[src/rtl/game_pkg.sv]
// rtl/game_pkg.sv - game controller state codes and result codes shared by game blocks
package game_pkg;

    localparam logic [6:0] GS_IDLE    = 7'h00;
    localparam logic [6:0] GS_ARM     = 7'h01;
    localparam logic [6:0] GS_REARM   = 7'h10;
    localparam logic [6:0] GS_TIMEOUT = 7'h12;
    localparam logic [6:0] GS_NEXT    = 7'h21;
    localparam logic [6:0] GS_END     = 7'h31;

    typedef enum logic [1:0] {
        RES_BUSY = 2'b00,
        RES_PASS = 2'b01,
        RES_FAIL = 2'b10,
        RES_END  = 2'b11
    } res_e;

    function automatic logic is_arm_code(input logic [6:0] code);
        return (code == GS_ARM) || (code == GS_REARM);
    endfunction

    function automatic logic is_release_code(input logic [6:0] code);
        return (code == GS_NEXT) || (code == GS_END);
    endfunction

endpackage

[src/rtl/result_hold_timer.sv]
// rtl/result_hold_timer.sv - down-counter that times how long a pass/fail result is shown
module result_hold_timer #(
    parameter int HOLD_CYCLES = 8
) (
    input  logic clk,
    input  logic rst,
    input  logic load,
    input  logic tick,
    output logic done
);

    localparam int CW = (HOLD_CYCLES > 1) ? $clog2(HOLD_CYCLES) : 1;

    logic [CW-1:0] count;

    // Loaded on the edge that shows the result, so that edge counts as the first held cycle.
    always_ff @(posedge clk or posedge rst) begin
        if (rst) begin
            count <= '0;
        end else if (load) begin
            count <= CW'(HOLD_CYCLES - 1);
        end else if (tick && (count != '0)) begin
            count <= count - 1'b1;
        end
    end

    assign done = (count == '0);

endmodule

[src/rtl/sequence_verifier.sv]
// rtl/sequence_verifier.sv - collects a digit code entry, compares it to the armed secret and reports pass/fail
module sequence_verifier
    import game_pkg::*;
#(
    parameter int SEQ_LEN     = 4,
    parameter int DIGIT_W     = 4,
    parameter int HOLD_CYCLES = 8
) (
    input  logic                        clk,
    input  logic                        rst,
    input  logic [6:0]                  s_current,
    input  logic [DIGIT_W-1:0]          digit,
    input  logic                        digit_valid,
    input  logic [SEQ_LEN*DIGIT_W-1:0]  target,
    output logic [1:0]                  s_results,
    output logic [$clog2(SEQ_LEN+1)-1:0] entry_count
);

    localparam int CNT_W = $clog2(SEQ_LEN + 1);

    typedef enum logic [2:0] {
        ST_IDLE,
        ST_ENTRY,
        ST_CHECK,
        ST_PASS,
        ST_FAIL,
        ST_DONE
    } state_e;

    state_e                     state;
    logic [SEQ_LEN*DIGIT_W-1:0] target_q;
    logic [SEQ_LEN*DIGIT_W-1:0] entry_q;
    logic                       timeout;
    logic                       hold_load;
    logic                       hold_tick;
    logic                       hold_done;

    assign timeout   = (s_current == GS_TIMEOUT);
    assign hold_load = (state == ST_CHECK) || ((state == ST_ENTRY) && timeout);
    assign hold_tick = ((state == ST_PASS) || (state == ST_FAIL)) && !hold_done;

    result_hold_timer #(
        .HOLD_CYCLES(HOLD_CYCLES)
    ) u_hold (
        .clk  (clk),
        .rst  (rst),
        .load (hold_load),
        .tick (hold_tick),
        .done (hold_done)
    );

    always_ff @(posedge clk or posedge rst) begin
        if (rst) begin
            state       <= ST_IDLE;
            s_results   <= RES_BUSY;
            entry_count <= '0;
            entry_q     <= '0;
            target_q    <= '0;
        end else begin
            case (state)
                ST_IDLE: begin
                    if (is_arm_code(s_current)) begin
                        target_q    <= target;
                        entry_q     <= '0;
                        entry_count <= '0;
                        state       <= ST_ENTRY;
                    end
                end
                ST_ENTRY: begin
                    if (timeout) begin
                        state     <= ST_FAIL;
                        s_results <= RES_FAIL;
                    end else if (digit_valid && (entry_count != CNT_W'(SEQ_LEN))) begin
                        // First digit lands in the most-significant slot, matching target.
                        for (int i = 0; i < SEQ_LEN; i++) begin
                            if (entry_count == CNT_W'(i)) begin
                                entry_q[(SEQ_LEN-1-i)*DIGIT_W +: DIGIT_W] <= digit;
                            end
                        end
                        entry_count <= entry_count + 1'b1;
                        if (entry_count == CNT_W'(SEQ_LEN - 1)) begin
                            state <= ST_CHECK;
                        end
                    end
                end
                ST_CHECK: begin
                    if (!timeout && (entry_q == target_q)) begin
                        state     <= ST_PASS;
                        s_results <= RES_PASS;
                    end else begin
                        state     <= ST_FAIL;
                        s_results <= RES_FAIL;
                    end
                end
                ST_PASS, ST_FAIL: begin
                    if (hold_done) begin
                        state     <= ST_DONE;
                        s_results <= RES_END;
                    end
                end
                ST_DONE: begin
                    if (is_release_code(s_current)) begin
                        state       <= ST_IDLE;
                        s_results   <= RES_BUSY;
                        entry_count <= '0;
                    end
                end
                default: begin
                    state     <= ST_IDLE;
                    s_results <= RES_BUSY;
                end
            endcase
        end
    end

endmodule

[config.mk]
export PLATFORM = sky130hd
export DESIGN_NAME = sequence_verifier
export DESIGN_NICKNAME = d
export VERILOG_FILES = /design/src/rtl/game_pkg.sv /design/src/rtl/result_hold_timer.sv /design/src/rtl/sequence_verifier.sv
export SDC_FILE = /design/constraint.sdc
export NUM_CORES = 1
export LEC_CHECK = 0
export CORE_MARGIN = 4
export CORE_UTILIZATION = 42
export CTS_CLUSTER_SIZE = 30
export DETAILED_ROUTE_END_ITERATION = 16
export GPL_ROUTABILITY_DRIVEN = 0
export PLACE_DENSITY = 0.67
export SYNTH_ARGS = -nofsm -noshare
export SYNTH_HDL_FRONTEND = slang
export SYNTH_SLANG_ARGS = --single-unit
[constraint.sdc]
create_clock -name clk -period 2.1 [get_ports clk]
set_input_delay 0.21 -clock clk [delete_from_list [all_inputs] [get_ports clk]]
set_output_delay 0.21 -clock clk [all_outputs]
set_load 0.005 [all_outputs]
==> results_dict.tcl, run 1 <==
set metrics [dict create \
    first_global_vias 1686 \
    detailed_route_vias_per_instance 5.059 \
    grt_overflow 0 \
    worstHoldPathType "primary input to async pin" \
    synth_seq_area_share_pct 45.65 \
    worstRegToRegCells 5 \
    clock_sink_count 43 \
    drt_drc_violations_left 0 \
    worst_hold_slack_ns 0.3617 \
    critical_path_rt_ns 2.28 \
    initial_utilization_pct 43.07 \
    hold_viol 0 \
    yosysTopAreaCellShare_pct 45.65 \
    async_reset_ff_share_pct 100.0 \
    groute.usage.overall_pct 14.89 \
    synth_top_family_by_area "multiplexers" \
    report.final.slew_viol_count 0 \
    worst-endpoint-arrival_ns 2.22 \
    floorplan.die_area_sq_um 6875 \
    port-buffer-count 34 \
    ir_drop_uv 594.8 \
    synth_simple_gate_area_share_pct 12.31 \
    cell_area_synth_sq_um 2357 \
    maximum_count_of_clock_buffers_along_a_single_path 2 \
    endpoint_kind "register" \
    synth-compound-area-share_pct 9.448 \
    drtIter0Drc 176 \
    edff_count_synth 0 \
    post_synth.cell_area_avg_sq_um 11.97 \
    share_of_the_cycle_needed_by_the_critical_path_after_routing_pct 96.83 \
    cp_cell_sequence "clkdlybuf4s50_1, or4_4, or3_4, o221ai_4, buf_12, nor2_4, mux2_4" \
    yosys.area_share.xor_xnor_pct 6.688 \
    drt.antenna.violating_nets 0 \
    number_of_buffers_inserted_during_clock_tree_synthesis 5 \
    r2r_slack_ns 0.07 \
    antennaDiodeCount 0 \
    grt_pass1_wl_microns 8280 \
    clock_skew_ns 0.005466 \
    worst_pin_slew_ns 0.5441 \
    worst_path_max_delay_cell "sky130_fd_sc_hd__or4_4" \
    route.detailed.wl_per_inst_microns 14.92 \
    r2r-end "state[2]" \
    route.final.wire_length_microns 4820 \
    drt_pass1_iterations 4 \
    largest_net_degree_at_the_start_of_global_routing 44 \
    mappedNetlistNets 234 \
    setup.worst_path.start "s_current[5]" \
    fin_nets 287 \
    stdcell_area_sq_um 3052 \
    synth.yosys.warnings 0 \
    floorplan.rows 27 \
    ioPinCount 35 \
    syn_inst 197 \
    p_leak_uw 0.001362 \
    via_count 1634 \
    core-area_sq_um 5473 \
    cts.reportedPaths.clkPinSlew_ns 0.08 \
    width_of_the_die_microns 82.92 \
    tritoncts "done" \
    worstSetupPathType "primary input to register" \
    area_growth_pct 29.46 \
    ctsHtreeMaxLevel 2 \
    critPathMaxFanout 4 \
    synthFlopType "sky130_fd_sc_hd__dfrtp_1" \
    yosysTopAreaCell "sky130_fd_sc_hd__dfrtp_1" \
    timing.slew.headroom_pct 63.73 \
    multiInputGateArea_sq_um 1222 \
    insertion_delay_ns 0.30 \
    synth.lib_cells_used.distinct 41 \
    postSynthRegisterBits 43 \
    nFillCells 482 \
    status "finished, final reports clean" \
    maxCapViolations 0 \
    timing.critical_path.from_type "primary input" \
    synth.area.mux_share_pct 19.16 \
    seq_area_sq_um 1076 \
    antenna_found_initial 0 \
    drive_above_1_share_pct 28.69 \
    synth-adder-area-share_pct 3.715 \
    finalSetupTns_ns 0 \
    dpl.cell_count 314 \
    timing.critical_path.slowest_cell_delay_ns 0.44 \
    postPlaceCellArea_sq_um 2922 \
    dp_hpwl_microns 3652 \
    cts.root.buffer_cell "sky130_fd_sc_hd__clkbuf_8" \
    die_h_microns 82.92 \
    rsz0062_at_grt "false" \
    period_needed_ns 2.033 \
    source_of_the_worst_register_to_register_timing_path "state[2]" \
    setup_viol_count_final 0 \
    fin_cells 323 \
    post_synth_main_area_contributors "sky130_fd_sc_hd__dfrtp_1, sky130_fd_sc_hd__mux2_4, sky130_fd_sc_hd__mux2_2, sky130_fd_sc_hd__xnor2_1, sky130_fd_sc_hd__ha_1" \
    totalPowerFinal_uw 4055 \
    max_clock_freq_ghz 0.4918 \
    cellPowerDensity_nw_per_um2 1329 \
]
[metrics by stage]
step	util, %	worst slack [ns]
after floorplan	-	-0.05719
after global placement	53.38	-0.3559
after detailed placement	53.38	-0.4040
after CTS	55.58	0.005545
after global routing	55.76	0.01229
final	55.76	0.06664
[cells in the mapped netlist (3+ instances only)]
library cell and count:
sky130_fd_sc_hd__nor2_4 4, sky130_fd_sc_hd__nand2_1 10, sky130_fd_sc_hd__buf_2 3, sky130_fd_sc_hd__mux2_4 16, sky130_fd_sc_hd__inv_1 12, sky130_fd_sc_hd__mux2_2 16
sky130_fd_sc_hd__dfrtp_1 43, sky130_fd_sc_hd__nor4_1 3, sky130_fd_sc_hd__nor2_1 5, sky130_fd_sc_hd__nor3_1 3, sky130_fd_sc_hd__nand3_1 4, sky130_fd_sc_hd__clkbuf_1 3
sky130_fd_sc_hd__and2_1 5, sky130_fd_sc_hd__xnor2_1 18, sky130_fd_sc_hd__o211ai_1 3, sky130_fd_sc_hd__nand4_1 4, sky130_fd_sc_hd__a21oi_1 7, sky130_fd_sc_hd__ha_1 7
[layout make-up]
type,instances,share of cell area [%]
tap,72,2.952
clock inverter,2,1.148
timing repair buffer,52,16.40
sequential,43,35.26
multi-input combinational,136,40.06
clock buffer,6,2.706
inverter,12,1.476
[report_power, final]
part,internal [uW],switching (uW)
clock network,385,284
logic,1130,889
registers,1140,228
[worst max path at each step]
stage | endpoint | slack, ns | cells past startpoint
after CTS | entry_q[7] | 0.006 | 7
after detailed placement | entry_q[7] | -0.40 | 7
after global routing | entry_q[3] | 0.01 | 7
after global placement | entry_q[0] | -0.36 | 7
final | entry_q[7] | 0.07 | 7
after floorplan | entry_count[2] | -0.06 | 6
[cells in the final DEF, fill, tap and decap left out, types with 2 or more instances in the layout]
cell                              count
sky130_fd_sc_hd__dfrtp_1             43
sky130_fd_sc_hd__clkdlybuf4s50_1     31
sky130_fd_sc_hd__xnor2_1             18
sky130_fd_sc_hd__mux2_4              16
sky130_fd_sc_hd__mux2_2              16
sky130_fd_sc_hd__buf_4               16
sky130_fd_sc_hd__inv_1               12
sky130_fd_sc_hd__nand2_1             10
sky130_fd_sc_hd__a21oi_1              7
sky130_fd_sc_hd__ha_1                 7
sky130_fd_sc_hd__clkbuf_8             6
sky130_fd_sc_hd__nor2_1               5
sky130_fd_sc_hd__and2_1               5
sky130_fd_sc_hd__nor2_4               4
sky130_fd_sc_hd__nand4_1              4
sky130_fd_sc_hd__nand3_1              4
sky130_fd_sc_hd__nor3_1               3
sky130_fd_sc_hd__nor4_1               3
sky130_fd_sc_hd__o211ai_1             3
sky130_fd_sc_hd__nand2b_1             2
sky130_fd_sc_hd__or3b_2               2
sky130_fd_sc_hd__a21o_1               2
sky130_fd_sc_hd__nand3b_1             2
sky130_fd_sc_hd__o21ai_0              2
sky130_fd_sc_hd__a31oi_1              2
sky130_fd_sc_hd__o221ai_1             2
sky130_fd_sc_hd__mux2i_1              2
sky130_fd_sc_hd__dlygate4sd2_1        2
sky130_fd_sc_hd__buf_12               2
[critical path: cells and delay by family]
family / cells / cell delay [ns]
buffers and inverters: 2 / 0.59
muxes: 1 / 0.31
and+or+nand+nor: 3 / 0.89
AOI/OAI and AO/OA: 1 / 0.20
[registers in the layout, indices dropped and copies added (netlist names)]
register and count:
target_q 16, state 3, entry_q 16, u_hold.count 3, s_results 2, entry_count 3
[cells by family (layout without fill, tap and decap cells)]
logic type / count (synthesis) / count (layout)
and+or+nand+nor: 48 / 48
AOI/OAI and AO/OA: 28 / 28
DFF: 43 / 43
muxes: 35 / 35
xor gates and xnor gates: 18 / 18
buffers and inverters: 18 / 72
adders and majority gates: 7 / 7
[routing by layer]
layer	part of all wire [%]	track usage [%]	routed length, microns	up-vias
li1	-	-	-	815
met1	49	21.34	2363	778
met2	45	22.16	2187	33
met3	4.1	3.373	198	8
met4	1.5	5.052	70	0
met5	0	0	0	-
[what timing repair did]
item / in CTS / in global routing
pin swaps: 3 / 8
setup endpoints to repair: 17 / 16
setup buffers: 0 / 1
gates resized for setup: 3 / 1
hold buffers: 0 / 0
No activity file was read; power rests on OpenSTA's default activity.
==> run 2: changes to the inputs <==
ABC_AREA = 1   (was not set)
==> results_dict.tcl, run 2 <==
set metrics [dict create \
    status "finished, final reports clean" \
    antenna_found_initial 0 \
    route.detailed.wl_per_inst_microns 11.36 \
    synth.yosys.warnings 0 \
    critPathMaxFanout 8 \
    cell_area_synth_sq_um 2338 \
    reg_top3 "entry_q x16, target_q x16" \
    async_reset_ff_share_pct 100.0 \
    drtIter0Drc 116 \
    floorplan.die_area_sq_um 6825 \
    groute.usage.overall_pct 15.51 \
    mostFrequentLayoutCells "sky130_fd_sc_hd__nand2_1, sky130_fd_sc_hd__dfrtp_1, sky130_fd_sc_hd__inv_1, sky130_fd_sc_hd__clkdlybuf4s50_1, sky130_fd_sc_hd__o21ai_1" \
    core-area_sq_um 5238 \
    source_of_the_worst_register_to_register_timing_path "entry_count[0]" \
    report.final.slew_viol_count 0 \
    ctsHtreeMaxLevel 2 \
    cts_hold_repair.buffers 0 \
    setup_viol_count_final 0 \
    worstPathBufferInverterCount 1 \
    critical_path_rt_ns 2.27 \
    nFillCells 502 \
    cp_cell_sequence "inv_1, ha_1, a21boi_0, nor2_2, nor2_4, nand3_2, nand2_1, o21ai_1" \
    mappedNetlistNets 336 \
    worst-endpoint-arrival_ns 1.90 \
    via_count 1878 \
    cts.reportedPaths.clkPinSlew_ns 0.09 \
    grt_pass1_wl_microns 8052 \
    endpoint_kind "register" \
    drive_above_1_share_pct 9.706 \
    first_global_vias 1880 \
    yosysTopAreaCell "sky130_fd_sc_hd__dfrtp_1" \
    rsz0062_at_grt "false" \
    synthTopCellsByCount "sky130_fd_sc_hd__nand2_1, sky130_fd_sc_hd__dfrtp_1, sky130_fd_sc_hd__inv_1" \
    post_synth_main_area_contributors "sky130_fd_sc_hd__dfrtp_1, sky130_fd_sc_hd__nand2_1, sky130_fd_sc_hd__o21ai_1, sky130_fd_sc_hd__inv_1, sky130_fd_sc_hd__ha_1" \
    max_clock_freq_ghz 0.5792 \
    port-buffer-count 34 \
    stdcell_area_sq_um 2868 \
    worstSetupPathType "register to register" \
    grt_overflow 0 \
    edff_count_synth 0 \
    antennaDiodeCount 0 \
    fin_nets 376 \
    ir_drop_uv 525.2 \
    dp_hpwl_microns 3544 \
    drt_pass1_iterations 4 \
    p_leak_uw 0.001396 \
    r2r_slack_ns 0.37 \
    post_synth.cell_area_avg_sq_um 7.821 \
    number_of_buffers_inserted_during_clock_tree_synthesis 5 \
    synth.lib_cells_used.distinct 28 \
    floorplan.rows 26 \
    worst_hold_slack_ns 0.3540 \
    initial_utilization_pct 44.65 \
    clock_skew_ns 0.005061 \
    layout_commonest_cell "sky130_fd_sc_hd__nand2_1" \
    cpLargestDelayFamily "simple AND/OR/NAND/NOR gates" \
    largest_net_degree_at_the_start_of_global_routing 44 \
    ioPinCount 35 \
    worstRegToRegCells 8 \
    hold_viol 0 \
    die_h_microns 82.62 \
    syn_inst 299 \
    post-synth-top-count-cell "sky130_fd_sc_hd__nand2_1" \
    postPlaceCellArea_sq_um 2764 \
    width_of_the_die_microns 82.62 \
    worstHoldPathType "primary input to async pin" \
    timing.critical_path.slowest_cell_delay_ns 0.44 \
    tritoncts "done" \
    post_route_core_utilization_pct 54.75 \
    period_needed_ns 1.726 \
    yosysTopAreaCellShare_pct 46.01 \
    worst_path_max_delay_cell "sky130_fd_sc_hd__dfrtp_1" \
    route.final.wire_length_microns 4659 \
    cellPowerDensity_nw_per_um2 1303 \
    detailed_route_vias_per_instance 4.580 \
    cts.root.buffer_cell "sky130_fd_sc_hd__clkbuf_8" \
    area_growth_pct 22.63 \
    maximum_count_of_clock_buffers_along_a_single_path 2 \
    finalSetupTns_ns 0 \
    postCtsSetupRepairBufs 0 \
    drt.antenna.violating_nets 0 \
    timing.critical_path.from_type "register" \
    place_ws_ns 0.2833 \
    final_critical_path_setup_slack_ns 0.3735 \
    synthFlopType "sky130_fd_sc_hd__dfrtp_1" \
    maxCapViolations 0 \
    synth_seq_area_share_pct 46.01 \
    drt_drc_violations_left 0 \
    r2r-end "entry_q[7]" \
    worst_pin_slew_ns 0.5407 \
    cts.repair.resized 0 \
    timing.slew.headroom_pct 63.96 \
    insertion_delay_ns 0.29 \
    postSynthRegisterBits 43 \
    clock_sink_count 43 \
    share_of_the_cycle_needed_by_the_critical_path_after_routing_pct 82.21 \
]
## run 2: metal layers
layer / GRT usage (%) / part of all wire, % / vias up
li1: - / - / 1010
met1: 18.94 / 48 / 839
met2: 27.40 / 48 / 25
met3: 3.362 / 3.9 / 4
met4: 4.412 / 0.75 / 0
met5: 0 / 0 / -
## run 2: worst register-to-register path, delay by kind of cell, from the launching register on
kind,cells,cell delay (ns)
and+or+nand+nor,4,0.58
AOI/OAI and AO/OA,2,0.29
buffers and inverters,1,0.09
adders and majority gates,1,0.22
DFF,1,0.44
## run 2: cells by family (layout without fill, tap and decap cells)
group | after synthesis | count (layout) | synth area share [%]
compound gates | 41 | 41 | 9.364
fa+ha+maj | 7 | 7 | 3.745
xor+xnor | 6 | 6 | 2.247
buf+inv | 48 | 89 | 7.973
flops | 43 | 43 | 46.01
mux | 6 | 6 | 2.889
simple gates | 148 | 148 | 27.77
## run 2: worst max path at each step
stage | to | slack (ns) | depth (start not counted) | start
finish | entry_q[7] | 0.37 | 8 | entry_count[0]
global route | state[0] | 0.17 | 10 | entry_count[0]
CTS | entry_q[7] | 0.35 | 8 | entry_count[0]
detailed placement | target_q[1] | 0.28 | 10 | s_current[0]
global placement | target_q[4] | 0.32 | 10 | s_current[0]
floorplan | entry_q[0] | 0.55 | 8 | entry_count[0]
## run 2: layout make-up
cell class | count | area (sq um) | share of cell area (%)
Sequential cell | 43 | 1076 | 37.52
Tap cell | 70 | 87.58 | 3.054
Inverter | 45 | 168.9 | 5.890
Multi-Input combinational cell | 208 | 1076 | 37.52
Clock buffer | 7 | 96.34 | 3.360
Clock inverter | 1 | 7.507 | 0.2618
Timing Repair Buffer | 36 | 355.3 | 12.39
## run 2: power by group
| part | internal [uW] | switching [uW] |
|---|---|---|
| sequential | 1160 | 236 |
| clock | 300 | 289 |
| combinational | 690 | 1060 |
| total | 2150 | 1590 |
## run 2: per-stage QoR
stage	power [uW]	std cells
after floorplan	2728	299
after global placement	3137	402
after detailed placement	3182	402
after CTS	3777	410
after global routing	4135	410
final	3737	410
